`src/rtl/periph_bus_initiator.sv`:
```
// rtl/periph_bus_initiator.sv - peripheral-bus initiator: command stream in, in-order response stream out

// Response queue: in-order, first-word fall-through, push and pop allowed together at any occupancy.
module periph_bus_initiator_rsp_fifo #(
  parameter int WIDTH = 33,
  parameter int DEPTH = 4,
  parameter int CNT_W = 3
) (
  input  logic             clk,
  input  logic             rst_n,
  input  logic             push,
  input  logic [WIDTH-1:0] push_data,
  input  logic             pop,
  output logic [WIDTH-1:0] head,
  output logic [CNT_W-1:0] count
);

  localparam int PTR_W = (DEPTH > 1) ? $clog2(DEPTH) : 1;

  logic [WIDTH-1:0] mem [DEPTH];
  logic [PTR_W-1:0] wr_ptr;
  logic [PTR_W-1:0] rd_ptr;
  logic             do_pop;

  // A pop on an empty queue is ignored so a stray ready cannot corrupt the count.
  assign do_pop = pop & (count != '0);
  assign head   = mem[rd_ptr];

  function automatic logic [PTR_W-1:0] ptr_inc(input logic [PTR_W-1:0] p);
    return (p == PTR_W'(DEPTH - 1)) ? '0 : p + 1'b1;
  endfunction

  // Storage array; contents are don't-care while the slot is not counted as occupied.
  always_ff @(posedge clk) begin
    if (push) begin
      mem[wr_ptr] <= push_data;
    end
  end

  // Pointers and occupancy.
  always_ff @(posedge clk or negedge rst_n) begin
    if (!rst_n) begin
      wr_ptr <= '0;
      rd_ptr <= '0;
      count  <= '0;
    end else begin
      if (push) begin
        wr_ptr <= ptr_inc(wr_ptr);
      end
      if (do_pop) begin
        rd_ptr <= ptr_inc(rd_ptr);
      end
      count <= count + CNT_W'(push) - CNT_W'(do_pop);
    end
  end

endmodule

module periph_bus_initiator #(
  parameter int ADDR_W    = 32,
  parameter int DATA_W    = 32,
  parameter int ID_W      = 5,
  parameter int MASTER_ID = 0,
  parameter int RSP_DEPTH = 4
) (
  input  logic                clk_i,
  input  logic                rst_ni,
  input  logic                cmd_valid_i,
  output logic                cmd_ready_o,
  input  logic [ADDR_W-1:0]   cmd_addr_i,
  input  logic                cmd_wen_i,
  input  logic [DATA_W-1:0]   cmd_wdata_i,
  input  logic [DATA_W/8-1:0] cmd_be_i,
  output logic                req_o,
  output logic [ADDR_W-1:0]   add_o,
  output logic                wen_o,
  output logic [DATA_W-1:0]   wdata_o,
  output logic [DATA_W/8-1:0] be_o,
  output logic [ID_W-1:0]     id_o,
  input  logic                gnt_i,
  input  logic                r_valid_i,
  input  logic                r_opc_i,
  input  logic [ID_W-1:0]     r_id_i,
  input  logic [DATA_W-1:0]   r_rdata_i,
  output logic                rsp_valid_o,
  input  logic                rsp_ready_i,
  output logic [DATA_W-1:0]   rsp_rdata_o,
  output logic                rsp_err_o,
  output logic                spurious_o,
  output logic                busy_o
);

  localparam int CNT_W = $clog2(RSP_DEPTH + 1);
  localparam int USE_W = CNT_W + 2;

  typedef enum logic {
    IDLE = 1'b0,
    REQ  = 1'b1
  } state_t;

  state_t               state_q;
  state_t               state_d;
  logic                 load;
  logic                 req;
  logic                 cmd_hs;
  logic                 gnt_hs;
  logic                 rsp_match;
  logic                 rsp_push;
  logic                 rsp_drop;
  logic                 spurious_q;
  logic [CNT_W-1:0]     outst_q;
  logic [CNT_W-1:0]     fifo_cnt;
  logic [USE_W-1:0]     used;
  logic [DATA_W:0]      fifo_head;
  logic [ADDR_W-1:0]    add_q;
  logic                 wen_q;
  logic [DATA_W-1:0]    wdata_q;
  logic [DATA_W/8-1:0]  be_q;

  // Every slot counts once it is requested, so a granted transaction always has room for its response.
  assign used        = USE_W'(outst_q) + USE_W'(fifo_cnt) + USE_W'(state_q == REQ);
  assign cmd_ready_o = ((state_q == IDLE) | gnt_i) & (used < USE_W'(RSP_DEPTH));
  assign cmd_hs      = cmd_valid_i & cmd_ready_o;
  assign gnt_hs      = req & gnt_i;

  assign rsp_match   = r_valid_i & (r_id_i == ID_W'(MASTER_ID));
  assign rsp_push    = rsp_match & (outst_q != '0);
  assign rsp_drop    = rsp_match & (outst_q == '0);

  assign req_o       = req;
  assign add_o       = add_q;
  assign wen_o       = wen_q;
  assign wdata_o     = wdata_q;
  assign be_o        = be_q;
  assign id_o        = ID_W'(MASTER_ID);
  assign spurious_o  = spurious_q;
  assign rsp_valid_o = (fifo_cnt != '0);
  assign rsp_rdata_o = fifo_head[DATA_W:1];
  assign rsp_err_o   = fifo_head[0];
  assign busy_o      = (state_q == REQ) | (outst_q != '0) | (fifo_cnt != '0);

  // Request FSM: load on command handshake, hold until grant, reload on a same-cycle handshake.
  always_comb begin
    state_d = state_q;
    load    = 1'b0;
    req     = 1'b0;
    case (state_q)
      IDLE: begin
        if (cmd_hs) begin
          load    = 1'b1;
          state_d = REQ;
        end
      end
      REQ: begin
        req = 1'b1;
        if (gnt_i) begin
          load    = cmd_hs;
          state_d = cmd_hs ? REQ : IDLE;
        end
      end
      default: state_d = IDLE;
    endcase
  end

  // State register, request registers, outstanding counter and spurious pulse.
  always_ff @(posedge clk_i or negedge rst_ni) begin
    if (!rst_ni) begin
      state_q    <= IDLE;
      add_q      <= '0;
      wen_q      <= 1'b1;
      wdata_q    <= '0;
      be_q       <= '0;
      outst_q    <= '0;
      spurious_q <= 1'b0;
    end else begin
      state_q    <= state_d;
      spurious_q <= rsp_drop;
      outst_q    <= outst_q + CNT_W'(gnt_hs) - CNT_W'(rsp_push);
      if (load) begin
        add_q   <= cmd_addr_i;
        wen_q   <= cmd_wen_i;
        wdata_q <= cmd_wdata_i;
        be_q    <= cmd_be_i;
      end
    end
  end

  periph_bus_initiator_rsp_fifo #(
    .WIDTH (DATA_W + 1),
    .DEPTH (RSP_DEPTH),
    .CNT_W (CNT_W)
  ) u_rsp_fifo (
    .clk       (clk_i),
    .rst_n     (rst_ni),
    .push      (rsp_push),
    .push_data ({r_rdata_i, r_opc_i}),
    .pop       (rsp_ready_i),
    .head      (fifo_head),
    .count     (fifo_cnt)
  );

endmodule

```
`config.mk`:
```
export PLATFORM = sky130hd
export DESIGN_NAME = periph_bus_initiator
export DESIGN_NICKNAME = d
export VERILOG_FILES = /design/src/rtl/periph_bus_initiator.sv
export SDC_FILE = /design/constraint.sdc
export NUM_CORES = 1
export LEC_CHECK = 0
export CAP_MARGIN = 5
export CORE_MARGIN = 2
export CORE_UTILIZATION = 42
export CTS_BUF_LIST = sky130_fd_sc_hd__clkbuf_8
export DETAILED_ROUTE_END_ITERATION = 8
export GPL_ROUTABILITY_DRIVEN = 1
export PLACE_DENSITY = 0.74
export SLEW_MARGIN = 0
export SYNTH_ARGS = -nofsm -noshare
export SYNTH_HDL_FRONTEND = slang
export SYNTH_SLANG_ARGS = --single-unit
```
`constraint.sdc`:
```
create_clock -name clk_i -period 2.61 [get_ports clk_i]
set_clock_uncertainty 0.1 [all_clocks]
set_input_delay 0.3915 -clock clk_i [delete_from_list [all_inputs] [get_ports clk_i]]
set_output_delay 0.3915 -clock clk_i [all_outputs]
set_load 0.05 [all_outputs]
```
Word-level counts from Yosys, hierarchy flattened. Memory sizes are Yosys's and may differ from the RTL's. Cells that the tools add are included.

$add $sub $neg: 8. Order comparisons: 1. Eq/ne operators: 2. Muxes and demuxes: 10. Bitwise logic cells: 11. Reductions and logical operators: 4.

Operators by type and width (number): $and A1 B1 Y1 (7); $add A3 B1 Y3 (2); $mux W1 (6); $reduce_bool A3 Y1 (2); $sub A3 B1 Y3 (2); $add A4 B1 Y5 (1); $logic_not A5 Y1 (1); $lt A5 B3 Y1 const B (1); $add A2 B1 Y2 const B (2); $add A3 B3 Y4 (1); $eq A2 B2 Y1 const B (2); $mux W2 (2); $pmux W1 S2 (2); $logic_not A3 Y1 (1); $or A1 B1 Y1 (3); $not A1 Y1 (1).

Bits in registers: 81. Memory bits (writable): 132. Input port bits: 113. Memories: 1.

Memories: u_rsp_fifo.mem (words 4, bits a word 33, rd ports 1, clocked after Yosys merged registers in 0, write ports 1, line 20) `logic [WIDTH-1:0] mem [DEPTH];`.

Longest topological paths before layout. Gate-level depths: netlist of the first run.

Word-level depth: 8. Mapped depth: 10. Depth with buffers taken out: 10.

By module. From an unflattened synthesis of the first run, not the netlist that was laid out.

Cell total of the unflattened synthesis: 392. Area, all modules: 8206.6 um^2.

Modules (own cells, without submodules): periph_bus_initiator_rsp_fifo (instances 1, cells an instance 209, area each 5225.0 um^2, sequential area each 4139.0 um^2); periph_bus_initiator (instances 1, cells an instance 183, area each 2981.6 um^2, sequential area each 1853.0 um^2).

Worst setup path before layout of the first run. No wires, ideal clock.

Path kind: register -> register. From: register u_rsp_fifo.count[1]. To: register u_rsp_fifo.count[2]. Arrival: 2.354 ns. Data required time: 2.385 ns. Slack: 0.031 ns. Cell stages (with the launch flop): 11. Path buffers: 0. Cells stage by stage: dfrtp_1 -> or3_1 -> nand2_1 -> inv_1 -> ha_1 -> inv_1 -> ha_1 -> inv_1 -> fa_1 -> xnor2_1 -> xnor2_1.

Cells in the longest elaborated chain, start to end: 3. Elaborated cells on any way between the ends: 4.

RTL lines: start: declaration (line 15) `output logic [CNT_W-1:0] count`; start signal: assignment (line 53) `count <= count + CNT_W'(push) - CNT_W'(do_pop);`; $reduce_bool A3 Y1; net rsp_valid_o (line 85) `output logic rsp_valid_o,`; $and A1 B1 Y1 (line 26) `assign do_pop = pop & (count != '0);`; net u_rsp_fifo.do_pop (line 23) `logic do_pop;`; $sub A3 B1 Y3 (line 53).

The timed path passes the listed nets, and every way through them passes these cells. A chain may end at the register's enable or synchronous reset.

Final worst setup path of the first run.
From: register u_rsp_fifo.count[2]. To: output port cmd_ready_o.

Cells in the longest elaborated chain, start to end: 4.

RTL lines: $add A3 B3 Y4 (line 121) `assign used = USE_W'(outst_q) + USE_W'(fifo_cnt) + USE_W'(state_q == REQ);`; $add A4 B1 Y5 (line 121); $lt A5 B3 Y1 (line 122) `assign cmd_ready_o = ((state_q == IDLE) | gnt_i) & (used < USE_W'(RSP_DEPTH));`; $and A1 B1 Y1 (line 122); end: declaration (line 69) `output logic cmd_ready_o,`.

No other way between the ends.

==> results of run 1 <==
[report_power, final]
part           total (W)  internal, W  switching [W]
logic            0.00847      0.00374        0.00473
clock network    0.00267      0.00141        0.00126
registers        0.00467      0.00427       0.000404
[Yosys cell counts, drive strengths merged, types with 2 or more instances]
library cell / n
or3: 3
and2: 5
xnor2: 4
buf: 15
nor2: 3
inv: 11
dfrtp: 80
mux4: 33
mux2: 73
fa: 2
clkbuf: 6
ha: 12
edfxtp: 132
[worst paths after layout]
| path | from | cells past startpoint | to | slack, ns |
|---|---|---|---|---|
| max in group asynchronous | rst_ni | 3 | add_o[27]$_DFFE_PN0P_ | 1.70 |
| hold / removal | rst_ni | 3 | wdata_o[7]$_DFFE_PN0P_ | 0.35 |
| min in group clk_i | r_valid_i | 3 | spurious_o$_DFF_PN0_ | 0.37 |
| setup reg to reg | outst_q[2]$_DFF_PN0_ | 10 | outst_q[2]$_DFF_PN0_ | 0.11 |
| setup / recovery | u_rsp_fifo.count[2]$_DFF_PN0_ | 4 | cmd_ready_o | 0.07 |
| hold reg to reg | add_o[24]$_DFFE_PN0P_ | 1 | add_o[24]$_DFFE_PN0P_ | 0.39 |
[worst max-delay path: cells and delay by family (launching register included)]
kind / cells / cell delay [ns]
fa+ha+maj: 1 / 0.31
simple gates: 1 / 0.53
flops: 1 / 0.38
compound gates: 1 / 0.17
buf+inv: 1 / 0.16
[through the flow]
| stage | setup TNS, ns | area, um2 | util [%] |
|---|---|---|---|
| 2_1_floorplan | 0 | 8152 | - |
| 3_3_place_gp | -0.1266 | 11110 | 59.01 |
| 3_5_place_dp | -0.4396 | 11110 | 59.01 |
| 4_1_cts | -0.04632 | 11790 | 62.60 |
| 5_1_grt | -0.002712 | 11860 | 63.00 |
| 6_report | 0 | 11860 | 63.00 |
[layer usage]
layer / global-route usage [%] / vias to the layer above
li1: - / 2027
met1: 21.83 / 2313
met2: 27.68 / 199
met3: 6.271 / 27
met4: 6.045 / 0
met5: 0 / -
[flip-flops by register name, summed over array words and instances (netlist names)]
name,flops
state_q,1
wen_o,1
u_rsp_fifo.count,3
add_o,32
be_o,4
u_rsp_fifo.mem,132
spurious_o,1
outst_q,3
u_rsp_fifo.wr_ptr,2
u_rsp_fifo.rd_ptr,2
wdata_o,32
[cells by family after synthesis]
kind of cell | Yosys count | share of synthesized area, %
AO/OA/AOI/OAI | 3 | 0.3998
XOR/XNOR | 4 | 0.4305
adder cells (fa/ha/maj) | 14 | 2.337
buffers and inverters | 32 | 2.399
flip-flops | 213 | 73.64
multiplexers | 106 | 19.24
other | 1 | 0.04609
AND/OR/NAND/NOR | 19 | 1.507
[what timing repair did]
action                                  4_1_cts  5_1_grt
endpoints found under the hold margin        80        0
hold buffers                                  1        0
endpoints found under the setup margin        2        3
buffers inserted                              1        5
pin swaps                                     0        2
gates resized for setup                       2        8
[cell type report]
cell class                      count  area [um2]
Inverter                           11       41.29
Multi-Input combinational cell    151        2009
Clock buffer                       40       550.5
Fill cell                        1286        6967
Tap cell                          260       325.3
Clock inverter                     24       106.4
Timing Repair Buffer              240        2836
Sequential cell                   213        5995
==> results.json, run 1 <==
{
  "status": "finished, final reports clean",
  "synth.area.top_cells": "edfxtp_1 49%, dfrtp_1 25%, mux2_2 9.3%",
  "post-route-drc-count": 0,
  "crit_path_start_kind": "flop",
  "synth_edf_count": 132,
  "ys_ff_latch": 213,
  "grt_use_total_pct": 17.28,
  "clk_latency_ns": 0.50,
  "setup_viol": 0,
  "dp_hpwl_mm": 11.70,
  "place_inst": 868,
  "slowest_delay_ns": 0.53,
  "drv_cap": 0,
  "wirelength_mm": 17.53,
  "relSlewSlack_pct": 60.83,
  "synth_top_area_share_pct": 48.72,
  "top_layer_used": "met4",
  "grt_max_degree": 82,
  "io_buffer_count": 219,
  "cts.clk_slew.worst_paths_ns": 0.06,
  "die_x_um": 143.2,
  "via_per_inst": 4.863,
  "yosysTopAreaCell": "edfxtp_1",
  "cp_max_fo": 2,
  "dieArea_mm2": 0.02050,
  "drv_slew": 0,
  "cp_data_required_time_ns": 2.12,
  "pre_cts_ws_ns": -0.2411,
  "ys_seq_area_share_pct": 73.64,
  "ctsRootBufferMaster": "clkbuf_8",
  "rows": 50,
  "syn_to_final_growth_pct": 45.81,
  "h-tree-depth": 2,
  "yosysWarningCount": 0,
  "critPathArrivalTime_ns": 2.05,
  "layout.cells.non_filler": 939,
  "avgSynthCellArea_um2": 20.76,
  "ir_drop_mv": 0.9980,
  "cts_tree": "yes",
  "netlist_area_mm2": 0.008137,
  "mostFrequentLayoutCells": "182 x clkdlybuf4s50_1, 132 x edfxtp_1, 78 x dfrtp_1",
  "core_mm2": 0.01883,
  "cp_slowest_cell": "or4_4",
  "end_kind": "output port",
  "hold_viol": 0,
  "die_h_um": 143.2,
  "postRouteAntennaNets": 0,
  "wl_met1_mm": 7.192,
  "ys_async_sr_fraction_pct": 38.03,
  "worst_pin_slew_ns": 0.5857,
  "cts_inserted_buffers": 36,
  "grt_pass1_vias": 5018,
  "start_util_pct": 43.21,
  "drtIter0Drc": 129,
  "grt_pass1_wl_mm": 27.01,
  "path_class": "reg2out",
  "nets": 780,
  "cts.path.max_buffers": 3,
  "rsz0062_at_grt": "yes",
  "hold_path_class": "in2async",
  "layout_setup_ws_ns": 0.06940,
  "power_leakage_nw": 4.447,
  "p_per_area_mw_per_mm2": 1334,
  "min_period_over_period_pct": 97.34,
  "synthCells": 392,
  "grt_overflow": 0,
  "io_pins": 225,
  "place.gp.congestion": 0.7324,
  "wl_per_cell_um": 18.67,
  "period_minus_slack_ns": 2.541,
  "wl_met3_mm": 1.582,
  "wl_met2_mm": 8.459,
  "fmax_ghz": 0.3936,
  "p_total_w": 0.01582,
  "drive_above_1_share_pct": 32.40,
  "mostFrequentLayoutCell": "clkdlybuf4s50_1",
  "num_antenna_cells": 0,
  "firstDrtPassIters": 4,
  "worstPathCellList": "ha_1 -> or4_4 -> a21oi_4 -> buf_12",
  "yosysUniqueCellTypes": 29,
  "antenna_found_initial": 0,
  "cts_sinks": 213,
  "num_vias": 4566,
  "fin_hold_ws_ns": 0.3544,
  "synth_top_flop_cell": "edfxtp_1"
}
No activity file was read; power rests on OpenSTA's default activity.
==> run 2, diff against run 1 <==
--- a/config.mk
+++ b/config.mk
@@ -11,8 +11,10 @@
 export CTS_BUF_LIST = sky130_fd_sc_hd__clkbuf_8
 export DETAILED_ROUTE_END_ITERATION = 8
 export GPL_ROUTABILITY_DRIVEN = 1
+export GPL_TIMING_DRIVEN = 0
 export PLACE_DENSITY = 0.74
 export SLEW_MARGIN = 0
 export SYNTH_ARGS = -nofsm -noshare
 export SYNTH_HDL_FRONTEND = slang
+export SYNTH_HIERARCHICAL = 1
 export SYNTH_SLANG_ARGS = --single-unit
==> run 2 against run 1 <==
Compared with the run above: first-iteration DRC count up 6.2%; die area is 0.84% higher; total power is 5.8% lower; sequential share of layout area is 2.1 points higher; cell area down 4.1%; non-clock buffer count up 7; combinational power fell by 12%; register-to-register slack better by 0.02 ns; area after synthesis up 0.86%; hold slack got worse by 0.061 ns; critical endpoint unchanged; largest cell class unchanged; largest power group unchanged.
==> results.json, run 2 <==
{
  "antenna_found_initial": 0,
  "post-route-drc-count": 0,
  "setup_viol": 0,
  "cts_sinks": 213,
  "wirelength_mm": 17.62,
  "postPlaceCellArea_mm2": 0.01078,
  "power_leakage_nw": 4.289,
  "num_antenna_cells": 0,
  "yosysWarningCount": 6,
  "worstReg2RegEnd": "wdata_o[31]$_DFFE_PN0P_",
  "ys_ff_latch": 213,
  "yosysUniqueCellTypes": 33,
  "pre_cts_ws_ns": -0.5782,
  "ys_seq_area_share_pct": 73.01,
  "largest_register": "u_rsp_fifo/mem",
  "grt_use_total_pct": 17.34,
  "period_minus_slack_ns": 2.571,
  "cts.path.max_buffers": 3,
  "crit_path_start_kind": "flop",
  "place.gp.congestion": 0.8003,
  "min_period_over_period_pct": 98.52,
  "ir_drop_mv": 0.9543,
  "syn_to_final_growth_pct": 38.71,
  "grt_pass1_wl_mm": 27.30,
  "postRouteAntennaNets": 0,
  "stdcell_area_mm2": 0.01138,
  "nets": 787,
  "num_vias": 4569,
  "rsz0062_at_grt": "yes",
  "die_h_um": 143.8,
  "path_class": "reg2out",
  "synthCells": 392,
  "ys_top_cells_by_count": "132 x edfxtp_1, 80 x dfrtp_1, 65 x mux2_2, 28 x mux4_2, 12 x ha_1",
  "avgSynthCellArea_um2": 20.94,
  "p_per_area_mw_per_mm2": 1309,
  "grt_max_degree": 49,
  "rows": 51,
  "dp_hpwl_mm": 11.84,
  "grt_overflow": 0,
  "grt_pass1_vias": 5160,
  "ctsRootBufferMaster": "clkbuf_8",
  "synth_edf_count": 132,
  "layout_setup_ws_ns": 0.03868,
  "drv_slew": 0,
  "critPathLaunch": "u_rsp_fifo/count[2]$_DFF_PN0_",
  "wl_per_cell_um": 18.55,
  "clk_latency_ns": 0.51,
  "hold_viol": 0,
  "drv_cap": 0,
  "yosysMostFrequentCell": "edfxtp_1",
  "die_x_um": 143.8,
  "fmax_ghz": 0.3889,
  "dieArea_mm2": 0.02067,
  "core_mm2": 0.01933,
  "firstDrtPassIters": 4,
  "worst_pin_slew_ns": 0.9603,
  "critPathArrivalTime_ns": 2.08,
  "hold_path_class": "in2async",
  "ys_async_sr_fraction_pct": 38.03,
  "netlist_area_mm2": 0.008207,
  "relSlewSlack_pct": 35.98,
  "synth_top_flop_cell": "edfxtp_1",
  "register_area_mm2": 0.005993,
  "status": "finished, final reports clean",
  "cp_data_required_time_ns": 2.12,
  "drive_above_1_share_pct": 31.68,
  "drtIter0Drc": 137,
  "end_kind": "output port",
  "cts_tree": "yes",
  "num-fill-cells": 1470,
  "reg2reg_from": "u_rsp_fifo/count[2]$_DFF_PN0_",
  "via_per_inst": 4.809,
  "largest_reg_flops": 132,
  "mostFrequentLayoutCells": "182 x clkdlybuf4s50_1, 132 x edfxtp_1, 79 x dfrtp_1",
  "start_util_pct": 42.44,
  "io_buffer_count": 219,
  "cp_max_fo": 4,
  "cts.clk_slew.worst_paths_ns": 0.06,
  "synth.area.top_cells": "edfxtp_1 48%, dfrtp_1 24%, mux2_2 8.9%",
  "r2r_slack_ns": 0.13,
  "reg2regPathDepth": 6,
  "yosysTopAreaCell": "edfxtp_1",
  "io_pins": 225,
  "synth_top_area_share_pct": 48.30,
  "mostFrequentLayoutCell": "clkdlybuf4s50_1",
  "cts_inserted_buffers": 35,
  "multi_input_area_mm2": 0.002007,
  "h-tree-depth": 2
}
[run 2: cell types whose count changed in the layout (fill, tap and decap cells not counted), sizes merged, moves of 2 or more]
cell,change
or3b,+2
mux2,-2
clkinv,+5
clkdlybuf4s15,+3
inv,-3
buf,+3
clkinvlp,-3
or3,-2
o21ai,+2
[run 2: through the flow]
step | power (W) | utilization, % | std cells | TNS (ns) | hold slack (ns)
3_5_place_dp | 0.01238 | 55.73 | 881 | -67.45 | 0.2904
6_report | 0.01490 | 58.88 | 950 | 0 | 0.2932
3_3_place_gp | 0.01222 | 55.57 | 880 | -273.56 | 0.3703
5_1_grt | 0.01562 | 58.88 | 950 | -0.04755 | 0.2964
2_1_floorplan | 0.009929 | - | 396 | 0 | -0.004091
4_1_cts | 0.01503 | 58.70 | 946 | 0 | 0.2723
[run 2: how the worst max path moves through the flow]
stage                                 endpoint  slack (ns)  cells past startpoint
after floorplan                    cmd_ready_o        0.13                      3
after global routing               cmd_ready_o       -0.04                      4
after global placement    add_o[9]$_DFFE_PN0P_       -1.65                      1
final                              cmd_ready_o        0.04                      4
after CTS                               busy_o       0.002                      3
after detailed placement  outst_q[2]$_DFF_PN0_       -0.58                     11
[run 2: kinds of logic (layout without fill, tap and decap cells)]
logic type	Yosys count	count (layout)	synth area share, %
other cells	1	5	0.04569
flops	213	213	73.01
fa+ha+maj	14	14	2.317
mux	104	104	19.03
xor+xnor	4	4	0.4269
buf+inv	31	320	3.034
simple gates	19	19	1.525
compound gates	6	6	0.6099
[run 2: repair_timing]
item | CTS | global route
pin swaps | 3 | 0
hold buffers | 1 | 0
resized for setup | 167 | 14
buffers inserted | 2 | 4
setup endpoints to repair | 46 | 8
endpoints found under the hold margin | 33 | 0
[run 2: metal layers]
metal	part of all wire [%]	global-route usage, %	wire length (um)
met1	38	20.02	6710
met2	50	29.12	8727
met3	10	7.664	1801
met4	2.2	5.521	382
met5	0	0	0
[run 2: where the power goes]
| group | switching (W) | internal, W | leakage [nW] |
|---|---|---|---|
| logic | 0.00457 | 0.00292 | 1.78 |
| clock network | 0.00129 | 0.00145 | 0.364 |
| registers | 0.000404 | 0.00427 | 2.15 |
[run 2: cell type report]
cell class | instances | area share [%]
clock buffers | 38 | 4.594
flip-flops and latches | 213 | 52.65
multi-input cells | 152 | 17.63
inverters | 11 | 0.3627
clock inverters | 24 | 1.165
well taps | 265 | 2.913
plain buffers | 20 | 1.891
repair buffers | 227 | 18.80
[run 2: worst max-delay path, stage by stage, from the launching register on]
cell	delay, ns
dfrtp_1	0.43
ha_1	0.33
or4_1	0.49
a21oi_2	0.14
buf_6	0.18
